**src/rtl/spi_slave_if.sv**
```systemverilog
// SPI mode-0 peripheral: synchronises sclk/cs_n/mosi into clk, shifts MSB-first
// in both directions, with a one-word TX holding register and a pulsed RX output.
module spi_slave_if #(
  parameter int               WIDTH       = 8,
  parameter int               SYNC_STAGES = 2,
  parameter logic [WIDTH-1:0] IDLE_FILL   = WIDTH'(8'hFF)
) (
  input  logic             clk,
  input  logic             rst,
  input  logic             sclk,
  input  logic             cs_n,
  input  logic             mosi,
  output logic             miso,
  output logic             miso_oe,
  input  logic [WIDTH-1:0] tx_data,
  input  logic             tx_valid,
  output logic             tx_ready,
  output logic [WIDTH-1:0] rx_data,
  output logic             rx_valid,
  output logic             tx_underrun,
  output logic             busy
);

  localparam int               CNT_W    = $clog2(WIDTH);
  localparam logic [CNT_W-1:0] LAST_BIT = CNT_W'(WIDTH - 1);
  localparam logic [0:0]       S_IDLE   = 1'b0;
  localparam logic [0:0]       S_ACTIVE = 1'b1;

  logic [SYNC_STAGES-1:0] sclk_sync_q, sclk_sync_d;
  logic [SYNC_STAGES-1:0] cs_sync_q, cs_sync_d;
  logic [SYNC_STAGES-1:0] mosi_sync_q, mosi_sync_d;
  logic [SYNC_STAGES-1:0] sync_vld_q, sync_vld_d;
  logic                   sclk_d1_q, sclk_d1_d;
  logic                   cs_d1_q, cs_d1_d;
  logic                   armed_q, armed_d;
  logic [0:0]             state_q, state_d;
  logic [CNT_W-1:0]       bit_cnt_q, bit_cnt_d;
  logic                   word_done_q, word_done_d;
  logic [WIDTH-1:0]       tx_shr_q, tx_shr_d;
  logic [WIDTH-1:0]       rx_shr_q, rx_shr_d;
  logic [WIDTH-1:0]       hold_q, hold_d;
  logic                   hold_full_q, hold_full_d;
  logic [WIDTH-1:0]       rx_data_q, rx_data_d;
  logic                   rx_valid_q, rx_valid_d;
  logic                   tx_underrun_q, tx_underrun_d;
  logic                   word_load;

  logic sclk_s, cs_s, mosi_s;
  logic sclk_rise, sclk_fall, cs_fall, cs_rise;

  assign sclk_s    = sclk_sync_q[SYNC_STAGES-1];
  assign cs_s      = cs_sync_q[SYNC_STAGES-1];
  assign mosi_s    = mosi_sync_q[SYNC_STAGES-1];
  assign sclk_rise = sclk_s & ~sclk_d1_q;
  assign sclk_fall = ~sclk_s & sclk_d1_q;
  // A frame only starts once cs_n has been seen high after reset, so a select
  // line already low at reset release is not mistaken for a new frame.
  assign cs_fall   = armed_q & ~cs_s & cs_d1_q;
  assign cs_rise   = cs_s & ~cs_d1_q;

  always_comb begin
    sclk_sync_d   = {sclk_sync_q[SYNC_STAGES-2:0], sclk};
    cs_sync_d     = {cs_sync_q[SYNC_STAGES-2:0], cs_n};
    mosi_sync_d   = {mosi_sync_q[SYNC_STAGES-2:0], mosi};
    sync_vld_d    = {sync_vld_q[SYNC_STAGES-2:0], 1'b1};
    sclk_d1_d     = sclk_s;
    cs_d1_d       = cs_s;
    armed_d       = armed_q | (sync_vld_q[SYNC_STAGES-1] & cs_s);
    state_d       = state_q;
    bit_cnt_d     = bit_cnt_q;
    word_done_d   = word_done_q;
    tx_shr_d      = tx_shr_q;
    rx_shr_d      = rx_shr_q;
    hold_d        = hold_q;
    hold_full_d   = hold_full_q;
    rx_data_d     = rx_data_q;
    rx_valid_d    = 1'b0;
    tx_underrun_d = 1'b0;
    word_load     = 1'b0;

    case (state_q)
      S_IDLE: begin
        if (cs_fall) begin
          state_d     = S_ACTIVE;
          bit_cnt_d   = '0;
          word_done_d = 1'b0;
          word_load   = 1'b1;
        end
      end
      default: begin
        if (cs_rise) begin
          state_d     = S_IDLE;
          bit_cnt_d   = '0;
          word_done_d = 1'b0;
          tx_shr_d    = '0;
          rx_shr_d    = '0;
        end else if (sclk_rise) begin
          rx_shr_d = {rx_shr_q[WIDTH-2:0], mosi_s};
          if (bit_cnt_q == LAST_BIT) begin
            rx_data_d   = {rx_shr_q[WIDTH-2:0], mosi_s};
            rx_valid_d  = 1'b1;
            bit_cnt_d   = '0;
            word_done_d = 1'b1;
          end else begin
            bit_cnt_d = bit_cnt_q + CNT_W'(1);
          end
        end else if (sclk_fall) begin
          if (word_done_q) begin
            word_load   = 1'b1;
            word_done_d = 1'b0;
          end else begin
            tx_shr_d = {tx_shr_q[WIDTH-2:0], 1'b0};
          end
        end
      end
    endcase

    if (word_load) begin
      if (hold_full_q) begin
        tx_shr_d    = hold_q;
        hold_full_d = 1'b0;
      end else begin
        tx_shr_d      = IDLE_FILL;
        tx_underrun_d = 1'b1;
      end
    end

    // Host write is evaluated after the load decision: no same-cycle bypass.
    if (tx_valid && !hold_full_q) begin
      hold_d      = tx_data;
      hold_full_d = 1'b1;
    end
  end

  always_ff @(posedge clk or posedge rst) begin
    if (rst) begin
      sclk_sync_q   <= '0;
      cs_sync_q     <= '1;
      mosi_sync_q   <= '0;
      sync_vld_q    <= '0;
      sclk_d1_q     <= 1'b0;
      cs_d1_q       <= 1'b1;
      armed_q       <= 1'b0;
      state_q       <= S_IDLE;
      bit_cnt_q     <= '0;
      word_done_q   <= 1'b0;
      tx_shr_q      <= '0;
      rx_shr_q      <= '0;
      hold_q        <= '0;
      hold_full_q   <= 1'b0;
      rx_data_q     <= '0;
      rx_valid_q    <= 1'b0;
      tx_underrun_q <= 1'b0;
    end else begin
      sclk_sync_q   <= sclk_sync_d;
      cs_sync_q     <= cs_sync_d;
      mosi_sync_q   <= mosi_sync_d;
      sync_vld_q    <= sync_vld_d;
      sclk_d1_q     <= sclk_d1_d;
      cs_d1_q       <= cs_d1_d;
      armed_q       <= armed_d;
      state_q       <= state_d;
      bit_cnt_q     <= bit_cnt_d;
      word_done_q   <= word_done_d;
      tx_shr_q      <= tx_shr_d;
      rx_shr_q      <= rx_shr_d;
      hold_q        <= hold_d;
      hold_full_q   <= hold_full_d;
      rx_data_q     <= rx_data_d;
      rx_valid_q    <= rx_valid_d;
      tx_underrun_q <= tx_underrun_d;
    end
  end

  assign busy        = (state_q == S_ACTIVE);
  assign miso_oe     = busy;
  assign miso        = busy & tx_shr_q[WIDTH-1];
  assign tx_ready    = ~hold_full_q;
  assign rx_data     = rx_data_q;
  assign rx_valid    = rx_valid_q;
  assign tx_underrun = tx_underrun_q;

endmodule

```
**config.mk**
```make
export PLATFORM = sky130hd
export DESIGN_NAME = spi_slave_if
export DESIGN_NICKNAME = d
export VERILOG_FILES = /design/src/rtl/spi_slave_if.sv
export SDC_FILE = /design/constraint.sdc
export NUM_CORES = 1
export LEC_CHECK = 0
export ABC_AREA = 1
export BUFFER_PORTS_ARGS = -buffer_cell sky130_fd_sc_hd__buf_2
export CAP_MARGIN = 5
export CORE_MARGIN = 10
export CORE_UTILIZATION = 55
export CTS_CLUSTER_SIZE = 24
export DETAILED_ROUTE_END_ITERATION = 16
export PLACE_DENSITY = 0.77
export SKIP_CTS_REPAIR_TIMING = 1
export SYNTH_ARGS = -nofsm -noshare
export SYNTH_HDL_FRONTEND = slang
export SYNTH_SLANG_ARGS = --single-unit
```
**constraint.sdc**
```tcl
create_clock -name clk -period 2.2 [get_ports clk]
set_clock_uncertainty 0.2 [all_clocks]
set_input_delay 0.44 -clock clk [delete_from_list [all_inputs] [get_ports clk]]
set_output_delay 0.44 -clock clk [all_outputs]
set_load 0.01 [all_outputs]
```
# After elaboration in Yosys (flattened, before gate mapping)
# Cells that the tools add are included.
# totals
ff_bits	50
input_bits	14
out_inout_bits	14
wordCells	86
# classes
add_sub_neg	1
n_eq_ne	6
muxes	36
n_bitwise	14
n_reduce_logical	12
# op_table
cell	n
8-bit two-way mux	7
1-bit two-way mux	22
3-bit two-way mux	5
7-bit two-way mux	2
4-bit AND reduction	2
2-bit nonzero test	4
1-bit bitwise AND	7
3-bit by 1-bit != test with 1-bit output, second input constant	2
1-bit inverter	6
4-bit by 1-bit != test with 1-bit output, second input constant	1
4-bit by 2-bit != test with 1-bit output, second input constant	1
2-bit AND reduction	2
3-bit by 1-bit adder with 3-bit output, second input constant	1
3-bit == test, second input constant	1
3-bit by 2-bit != test with 1-bit output, second input constant	1
3-bit AND reduction	1
3-bit nonzero test	1
1-bit logical AND	1
1-bit logical NOT	1
1-bit OR	1

# Logic depth before layout (Yosys ltp)
# Gate-level depths: netlist of the first run.
# depth
ltp_word	8
ltp_mapped	8
mapped_depth_nobuf	7

# Worst setup path after synthesis of the first run
# Ideal clock, no wire load.
# synth_path
path_type	reg2reg
from	register cs_d1_q
to	register tx_shr_q[1]
setup_ns	0.118
arrival_time_ns	1.258
t_required_ns	1.882
path_slack_ns	0.625
stages_incl_launch_ff	8
path_buffers	0
synth_period_minus_slack_ns	1.575
cell_sequence	dfstp_2 inv_2 nand2_4 nand2_4 o21ai_2 inv_2 nand3_1 nand2_1
# synth_between
elab_chain_cells	6
word_cells_on_any_way	14
classes_between	2 x eq/ne; 6 x mux; 3 x bitwise; 3 x reduce/logical
# synth_rtl
item	line_no	source
from (decl)	34	logic cs_d1_q, cs_d1_d;
from (signal assigned)	160	cs_d1_q <= cs_d1_d;
1-bit inverter	59	assign cs_rise = cs_s & ~cs_d1_q;
1-bit bitwise AND	59	
1-bit two-way mux	91	if (cs_rise) begin
1-bit two-way mux	81	case (state_q)
3-bit by 2-bit != test with 1-bit output (no line), or another cell as far along	-	
4-bit AND reduction (no line)	-	
to (signal assigned)	165	tx_shr_q <= tx_shr_d;
to (decl)	39	logic [WIDTH-1:0] tx_shr_q, tx_shr_d;
# Parallel ways exist; a longest one is shown, timed or not. The select of a mux whose other input is x is not followed.
# A chain may end at the register's enable or synchronous reset.

# Worst setup path after layout of the first run
# layout_path
from	register cs_d1_q
to	register tx_shr_q[6]
# The elaborated chain is that of the path after synthesis.

==> metrics.md, run 1 <==
| Metric | Value |
|---|---|
| Run status | finished with violations |
| Failing checks | hold timing |
| Die Width | 81.1 um |
| Grt ovf | 0 |
| Antenna-violating nets left | 0 |
| Dominant cells by area after synthesis | dfrtp_1, nand2_1, nand3_1 |
| Final hold viol count | 22 |
| Worst-skew pair later-pin latency | 0.30 ns |
| Max-cap violation count | 0 |
| Worst setup EP type | register |
| P_leak | 1.28 nW |
| Clock Path Buffers | 2 |
| Placed cell area | 2250 um2 |
| Drt total wl | 3.62 mm |
| Row cnt | 22 |
| Pwr per Cell Area | 947 nW/um2 |
| Core region area | 3630 um2 |
| CTS root buf | clkbuf_8 |
| Drt drc | 0 |
| Max_slew headroom | 65.0% |
| GRT Overall Usage | 11.9% |
| Max FO, Critical Path | 11 |
| TritonCTS clock tree | built |
| Chip height | 81.1 um |
| Seq/Total Area, Yosys | 61.0% |
| Clk sinks | 50 |
| Ys Warns | 0 |
| CP Launch Type | register |
| Antenna violations before repair | 0 |
| Die Outline Area | 6580 um2 |
| Max Clk Rate | 528 MHz |
| Share of the synthesized area in the top cell type | 57.2% |
| Synth top cells by count | nand2_1, dfrtp_1, inv_1, nand3_1, o21ai_0 |
| #FFs+latches synth | 50 |
| H-tree Lvls | 2 |
| Setup Total Neg Slack | 0 ns |
| Largest net degree at the start of global routing | 27 |
| Clock transition at path regs | 0.08 ns |
| Starting DRT DRC Count | 95 |
| Syn nets | 221 |
| Inserted Diodes | 0 |
| Cells after synthesis | 205 |
| Worst Max-Slew Pin Slew | 0.525 ns |
| Leading area contributor after synthesis | dfrtp_1 |
| Port Buf Inserts | 27 |
| Synth async-reset ratio | 100% |
| Layout Area Growth over Synthesis | 14.9% |
| Initial Util | 56.6% |
| Setup violations, final | 0 |
| Post-route cell area | 2360 um2 |
| Cell variety after synth | 25 |
| EDFF count, synth | 0 |
| Worst vdd ir | 0.530 mV |
| HPWL after detailed placement | 2.73 mm |
| Post-synth top flop | dfrtp_1 |
| I/O pin cnt | 28 |
| First-pass GRT wire length | 6.33 mm |
| Fraction of final layout cells sized beyond drive strength 1 | 24.5% |
| Count of nets after finishing | 253 |
| Initial DRT Pass Iterations | 4 |
| DR WL/cell | 12.7 um |
| Final worst-path cycle share | 86.0% |
| Via Count | 1,452 |
| Num CTS Buffers | 5 |
| Max-slew violations | 0 |
| Post-layout minimum cycle time | 1.89 ns |
| Vias in the first global route | 1,462 |
| Hold Path Class | in2async |
| CP required | 2.19 ns |
| Routability Congestion | 0.827 |
| Vias per inst | 5.09 |
| Syn_area_per_cell | 10.0 um2 |
| Crit path arrival time | 1.88 ns |
| RSZ-0062 raised after global routing | false |
| Synthesized cell area | 2060 um2 |
| Cell with the most instances after synthesis | nand2_1 |
| Hold slack | -0.0253 ns |
| Kind of critical path | reg2reg |
==> where the power goes <==
group          internal (mW)  switching, mW
Sequential              1.08         0.0862
Clock                  0.364          0.275
Combinational          0.189          0.241
==> layout by cell type (no fill, tap or decap), types with 2 or more instances in the layout <==
master / Yosys / routed
nand3_1: 18 / 18
dfstp_2: 3 / 3
inv_1: 20 / 19
nor2_1: 11 / 11
inv_2: 2 / 3
nand2_4: 2 / 2
ha_1: 2 / 2
a21oi_4: 2 / 2
buf_2: 0 / 27
nand2_1: 59 / 59
o22ai_1: 6 / 6
o21ai_0: 12 / 12
a21oi_1: 2 / 2
clkbuf_8: 0 / 6
mux2_2: 8 / 8
dfrtp_1: 47 / 47
==> final cells by class <==
class | count | area, um2
clock buffers | 6 | 82.6
flip-flops and latches | 50 | 1250
repair buffers | 28 | 155
clock inverters | 1 | 30.0
multi-input cells | 130 | 696
fillers | 302 | 1270
inverters | 22 | 82.6
well taps | 48 | 60.1
==> per-stage QoR <==
stage	utilization [%]	cells	power, mW	hold WS, ns	worst slack [ns]
3_5_place_dp	61.9	278	1.62	0.136	0.327
5_1_grt	65.0	285	2.37	0.0125	0.141
2_1_floorplan	-	205	1.51	0.131	0.364
4_1_cts	65.0	285	2.26	-0.0101	0.314
6_report	65.0	285	2.24	-0.0253	0.307
3_3_place_gp	61.9	278	1.59	0.132	0.430
==> layer usage <==
layer	part of all wire, %	GRT usage, %	up-vias
li1	-	-	719
met1	45	14.4	689
met2	47	19.6	37
met3	6.3	3.75	7
met4	1.1	4.33	0
met5	0	0	-
==> flip-flops by register name (all words and copies together) (netlist names), 2 cells and up <==
signal	flops
sync_vld_q	2
tx_shr_q	8
rx_shr_q	7
sclk_sync_q	2
mosi_sync_q	2
cs_sync_q	2
hold_q	8
rx_data	8
bit_cnt_q	3
==> cells by family after synthesis <==
logic type | share of synthesized area [%]
DFF | 61.0
other | 0.182
buffers and inverters | 5.11
muxes | 4.38
adders and majority gates | 1.22
and+or+nand+nor | 19.4
AOI/OAI and AO/OA | 8.64
==> worst paths after layout <==
check,from,to,slack (ns),cells after the start
max,cs_d1_q$_DFF_PP1_,tx_shr_q[6]$_DFFE_PP0P_,0.31,7
min,rst,hold_q[1]$_DFFE_PP0P_,-0.03,2
max reg2reg,cs_d1_q$_DFF_PP1_,tx_shr_q[6]$_DFFE_PP0P_,0.31,7
min reg2reg,mosi_sync_q[0]$_DFF_PP0_,mosi_sync_q[1]$_DFF_PP0_,0.15,0
max in group asynchronous,rst,rx_data[2]$_DFFE_PP0P_,1.32,3
min in group clk,cs_n,cs_sync_q[0]$_DFF_PP1_,0.04,1
==> critical path, stage by stage (launching register included) <==
cell	delay, ns
dfstp_2	0.55
inv_2	0.06
nand2_4	0.13
nand2_4	0.13
o21ai_2	0.38
inv_2	0.16
nand3_1	0.12
nand2_1	0.05
Power figures use the tool's default switching activity.
==> run 2: changes to the inputs <==
--- a/config.mk
+++ b/config.mk
@@ -9,10 +9,10 @@
 export BUFFER_PORTS_ARGS = -buffer_cell sky130_fd_sc_hd__buf_2
 export CAP_MARGIN = 5
 export CORE_MARGIN = 10
-export CORE_UTILIZATION = 55
+export CORE_UTILIZATION = 56
 export CTS_CLUSTER_SIZE = 24
 export DETAILED_ROUTE_END_ITERATION = 16
-export PLACE_DENSITY = 0.77
+export PLACE_DENSITY = 0.78
 export SKIP_CTS_REPAIR_TIMING = 1
 export SYNTH_ARGS = -nofsm -noshare
 export SYNTH_HDL_FRONTEND = slang
==> constraint.sdc (replaced) <==
create_clock -name clk -period 2.2 [get_ports clk]
set_clock_uncertainty 0.2 [all_clocks]
set_input_delay 0.44 -clock clk [delete_from_list [all_inputs] [get_ports clk]]
set_output_delay 0.44 -clock clk [all_outputs]
set_load 0.005 [all_outputs]
==> run 2 against run 1 <==
  * The flow now finishes without violations
  * Via count rose by 0.41%
  * Sequential share of layout area shrank 0.11 points
  * Clock-buffer cell count up 2
  * Routed wire length is 2.8% higher
  * Utilization up 3.8 points
  * Highest routed layer unchanged
  * Maximum frequency increased by 1.2%
  * Clock power fell by 8.8%
  * Largest cell class unchanged
==> metrics.md, run 2 (synthesis results as in run 1) <==
| Metric | Value |
|---|---|
| Run status | finished clean |
| CP Launch Type | register |
| Hold Crit Start | cs_n |
| Initial DRT Pass Iterations | 4 |
| DR WL/cell | 13.0 um |
| Met1 usage | 15.7% |
| Grt ovf | 0 |
| H-tree Lvls | 2 |
| First-pass GRT wire length | 6.51 mm |
| Placed cell area | 2250 um2 |
| Most common cell after layout, fill and taps aside | nand2_1 |
| Pre-CTS setup slack | 0.341 ns |
| Setup Total Neg Slack | 0 ns |
| Hold path cells | 1 |
| GRT Overall Usage | 12.4% |
| Core region area | 3440 um2 |
| Routability Congestion | 0.807 |
| Post-route cell area | 2370 um2 |
| Most frequent cells in the layout | nand2_1, dfrtp_1, buf_2, inv_1, nand3_1 |
| TritonCTS clock tree | built |
| Fillers | 292 |
| Clock Path Buffers | 2 |
| Post-route total power | 2.19 mW |
| Clock transition at path regs | 0.08 ns |
| Largest net degree at the start of global routing | 51 |
| Setup violations, final | 0 |
| Count of nets after finishing | 254 |
| P_leak | 1.28 nW |
| Hold Path Class | in2reg |
| Max Clk Rate | 535 MHz |
| Crit path arrival time | 1.85 ns |
| Kind of critical path | reg2reg |
| Layout Area Growth over Synthesis | 15.1% |
| Drt total wl | 3.72 mm |
| Final hold viol count | 0 |
| Row cnt | 21 |
| Setup WS post-layout | 0.330 ns |
| HPWL after detailed placement | 2.80 mm |
| Post-layout minimum cycle time | 1.87 ns |
| Inserted Diodes | 0 |
| Antenna violations before repair | 0 |
| Num CTS Buffers | 5 |
| Starting DRT DRC Count | 141 |
| Hold Path End | cs_sync_q[0]$_DFF_PP1_ |
| CP required | 2.18 ns |
| CTS root buf | clkbuf_8 |
| Clk sinks | 50 |
| Most Crowded Layer GR | met2 |
| Pwr per Cell Area | 924 nW/um2 |
| Max-cap violation count | 0 |
| Met3 Track Usage GR | 3.67% |
| Max FO, Critical Path | 11 |
| Chip height | 80.6 um |
| Drt drc | 0 |
| Reg-to-Reg End | tx_shr_q[2]$_DFFE_PP0P_ |
| I/O pin cnt | 28 |
| Initial Util | 59.7% |
| Antenna-violating nets left | 0 |
| Reg2Reg Depth | 7 |
| Fraction of final layout cells sized beyond drive strength 1 | 24.7% |
| Max-slew violations | 0 |
| Flop2flop setup slack | 0.33 ns |
| Reg-to-Reg Start | cs_d1_q$_DFF_PP1_ |
| Worst-skew pair later-pin latency | 0.29 ns |
| Via Count | 1,458 |
| Port Buf Inserts | 27 |
| Vias per inst | 5.12 |
| Grt met2 use | 19.5% |
| Final worst-path cycle share | 85.0% |
| Worst vdd ir | 0.626 mV |
| Die Outline Area | 6490 um2 |
| Vias in the first global route | 1,504 |
| Die Width | 80.6 um |
| RSZ-0062 raised after global routing | false |
| Worst setup EP type | register |
-- run 2: power breakdown --
group | total, mW | internal, mW | switching [mW] | leakage (nW)
Sequential | 1.18 | 1.08 | 0.0937 | 0.634
Combinational | 0.428 | 0.191 | 0.237 | 0.590
Clock | 0.583 | 0.317 | 0.265 | 0.0575
Total | 2.19 | 1.59 | 0.596 | 1.28
-- run 2: per-stage QoR --
stage | cells | hold slack, ns | util, %
floorplan | 205 | 0.131 | -
global placement | 276 | 0.134 | 65.2
detailed placement | 276 | 0.136 | 65.2
CTS | 284 | -0.0176 | 68.4
global route | 285 | 0.0283 | 68.7
finish | 285 | 0.0434 | 68.7
-- run 2: area by class of cell --
type / count / area (um2) / area share, %
sequential: 50 / 1250 / 53.0
multi-input combinational: 130 / 696 / 29.4
timing repair buffer: 29 / 165 / 6.98
clock buffer: 8 / 110 / 4.65
inverter: 22 / 82.6 / 3.49
tap: 46 / 57.6 / 2.43
-- run 2: worst max path at each step --
stage                      start                 endpoint  slack, ns  depth (start not counted)
3_5_place_dp   cs_d1_q$_DFF_PP1_  tx_shr_q[5]$_DFFE_PP0P_       0.34                          7
3_3_place_gp   cs_d1_q$_DFF_PP1_  tx_shr_q[7]$_DFFE_PP0P_       0.42                          7
2_1_floorplan                rst        armed_q$_DFF_PP0_       0.36                          1
4_1_cts        cs_d1_q$_DFF_PP1_  tx_shr_q[2]$_DFFE_PP0P_       0.33                          7
6_report       cs_d1_q$_DFF_PP1_  tx_shr_q[2]$_DFFE_PP0P_       0.33                          7
5_1_grt        cs_d1_q$_DFF_PP1_  tx_shr_q[7]$_DFFE_PP0P_       0.23                          7
-- run 2: critical path, cell delays in order, from the launching register on --
cell and delay [ns]:
dfstp_2 0.55, inv_2 0.06, nand2_4 0.13, nand2_4 0.13
o21ai_2 0.37, inv_2 0.16, nand3_1 0.11, nand2_1 0.06
-- run 2: routing by layer --
metal / share of wire [%] / wire length [um]
met5: 0 / 0
met3: 6.7 / 249
met1: 45 / 1680
met4: 1.1 / 42
met2: 47 / 1740
==> run 3: changes to the inputs <==
--- a/config.mk
+++ b/config.mk
@@ -9,10 +9,10 @@
 export BUFFER_PORTS_ARGS = -buffer_cell sky130_fd_sc_hd__buf_2
 export CAP_MARGIN = 5
 export CORE_MARGIN = 10
-export CORE_UTILIZATION = 56
+export CORE_UTILIZATION = 50
 export CTS_CLUSTER_SIZE = 24
 export DETAILED_ROUTE_END_ITERATION = 16
-export PLACE_DENSITY = 0.78
+export PLACE_DENSITY = 0.74
 export SKIP_CTS_REPAIR_TIMING = 1
 export SYNTH_ARGS = -nofsm -noshare
 export SYNTH_HDL_FRONTEND = slang
==> constraint.sdc (replaced) <==
create_clock -name clk -period 1.6 [get_ports clk]
set_clock_uncertainty 0.2 [all_clocks]
set_input_delay 0.32 -clock clk [delete_from_list [all_inputs] [get_ports clk]]
set_output_delay 0.32 -clock clk [all_outputs]
set_load 0.005 [all_outputs]
==> run 3 against run 2 <==
  * Clock power up 51%
  * Routed wire length up 12%
  * Die area up 9.0%
  * Register-to-register slack worse by 0.32 ns
  * Flip-flop and latch count unchanged
  * Combinational power up 74%
  * Global-route usage down 1.2 points
  * Non-clock buffer count up 17
  * Critical path type unchanged
==> metrics.md, run 3 (synthesis results as in run 1) <==
| Metric | Value |
|---|---|
| Run status | finished clean |
| Clk sinks | 50 |
| Setup Total Neg Slack | 0 ns |
| Post-layout minimum cycle time | 1.59 ns |
| Max-slew violations | 0 |
| HPWL after detailed placement | 2.77 mm |
| Worst setup EP type | register |
| Drt drc | 0 |
| Antenna violations before repair | 0 |
| Initial Util | 51.4% |
| TritonCTS clock tree | built |
| DR WL/cell | 13.6 um |
| Max-cap violation count | 0 |
| Max FO, Critical Path | 8 |
| Fraction of final layout cells sized beyond drive strength 1 | 34.6% |
| Core region area | 4000 um2 |
| H-tree Lvls | 2 |
| Starting DRT DRC Count | 140 |
| Initial DRT Pass Iterations | 4 |
| Count of nets after finishing | 272 |
| Vias per inst | 4.97 |
| CTS root buf | clkbuf_8 |
| Drt total wl | 4.18 mm |
| GRT Overall Usage | 11.2% |
| Most common cell after layout, fill and taps aside | nand2_1 |
| Grt ovf | 0 |
| CP required | 1.60 ns |
| Layout Area Growth over Synthesis | 29.0% |
| Post-route total power | 3.24 mW |
| Setup violations, final | 0 |
| CP Launch Type | register |
| Via Count | 1,527 |
| Antenna-violating nets left | 0 |
| Final worst-path cycle share | 99.2% |
| Critical path launch point | cs_sync_q[1]$_DFF_PP1_ |
| Setup WS post-layout | 0.0121 ns |
| Hold Crit Start | tx_data[3] |
| First-pass GRT wire length | 6.64 mm |
| Pre-CTS setup slack | 0.0468 ns |
| Row cnt | 23 |
| Worst-skew pair later-pin latency | 0.30 ns |
| Worst vdd ir | 0.897 mV |
| Vias in the first global route | 1,488 |
| Die Outline Area | 7080 um2 |
| Fillers | 302 |
| Clock transition at path regs | 0.09 ns |
| Chip height | 84.1 um |
| I/O pin cnt | 28 |
| Pwr per Cell Area | 1220 nW/um2 |
| RSZ-0062 raised after global routing | true |
| Port Buf Inserts | 27 |
| Hold Path Class | in2reg |
| Most frequent cells in the layout | nand2_1, dfrtp_1, buf_2, inv_1, nand3_1 |
| Final hold viol count | 0 |
| P_leak | 1.40 nW |
| Num CTS Buffers | 5 |
| Die Width | 84.1 um |
| Routability Congestion | 0.821 |
| Inserted Diodes | 0 |
| Core Util, Final | 66.3% |
| Reg-to-Reg Start | cs_sync_q[1]$_DFF_PP1_ |
| Crit path arrival time | 1.59 ns |
| Footprint of the multi-input gates | 797 um2 |
| Max Clk Rate | 630 MHz |
| Largest net degree at the start of global routing | 24 |
| Clock Path Buffers | 2 |
| Sequential Area | 1250 um2 |
| Kind of critical path | reg2reg |
run 3: cell types whose count changed in the layout (fill, tap and decap cells not counted), moves of 3 or more:
cell	change
buf_4	+9
buf_6	+3
clkbuf_8	-3
dlygate4sd3_1	+3
nand2_1	-8
nand2_2	+5
nand3_1	-3
nand3_2	+3
nor2_1	-3
o21ai_0	-5
o21ai_1	+5
run 3: final cells by class:
cell class	instances	share of cell area [%]
clock buffer	6	2.74
tap	50	2.36
timing repair buffer	46	12.7
sequential	50	47.3
clock inverter	2	1.42
inverter	22	3.44
multi-input combinational	131	30.0
run 3: worst max-delay path, stage by stage (launching register included):
cell and delay [ns]:
dfstp_2 0.64, buf_12 0.13, nand2_8 0.06, nand2_8 0.11
o21ai_4 0.09, buf_6 0.14, nand2_1 0.05, nand2_1 0.05
run 3: routing by layer:
| metal | GRT usage [%] | vias to the layer above | share of wire [%] |
|---|---|---|---|
| met5 | 0 | - | 0 |
| met4 | 4.72 | 0 | 1.4 |
| met3 | 4.69 | 7 | 6.3 |
| met2 | 16.5 | 39 | 48 |
| met1 | 14.1 | 722 | 45 |
| li1 | - | 759 | - |
run 3: final timing paths:
| path | to | slack, ns | cells after the start |
|---|---|---|---|
| hold / removal | hold_q[3]$_DFFE_PP0P_ | 0.04 | 2 |
| min in group asynchronous | bit_cnt_q[0]$_DFFE_PP0P_ | 0.38 | 3 |
| max in group asynchronous | tx_shr_q[2]$_DFFE_PP0P_ | 0.36 | 4 |
| setup / recovery | tx_shr_q[1]$_DFFE_PP0P_ | 0.01 | 7 |
| hold reg to reg | mosi_sync_q[1]$_DFF_PP0_ | 0.15 | 0 |
| setup reg to reg | tx_shr_q[1]$_DFFE_PP0P_ | 0.01 | 7 |
run 3: where the power goes:
group	switching, mW	total (mW)	internal, mW
Clock	0.411	0.878	0.466
Sequential	0.131	1.62	1.49
Combinational	0.390	0.746	0.356
Total	0.932	3.24	2.31
run 3: per-stage QoR:
step                hold WS [ns]  instance area (um2)  cells
finish                    0.0430                 2650    307
CTS                       -0.172                 2450    298
detailed placement         0.137                 2340    290
global placement           0.132                 2340    290
floorplan                  0.124                 2060    205
global route              0.0337                 2650    307
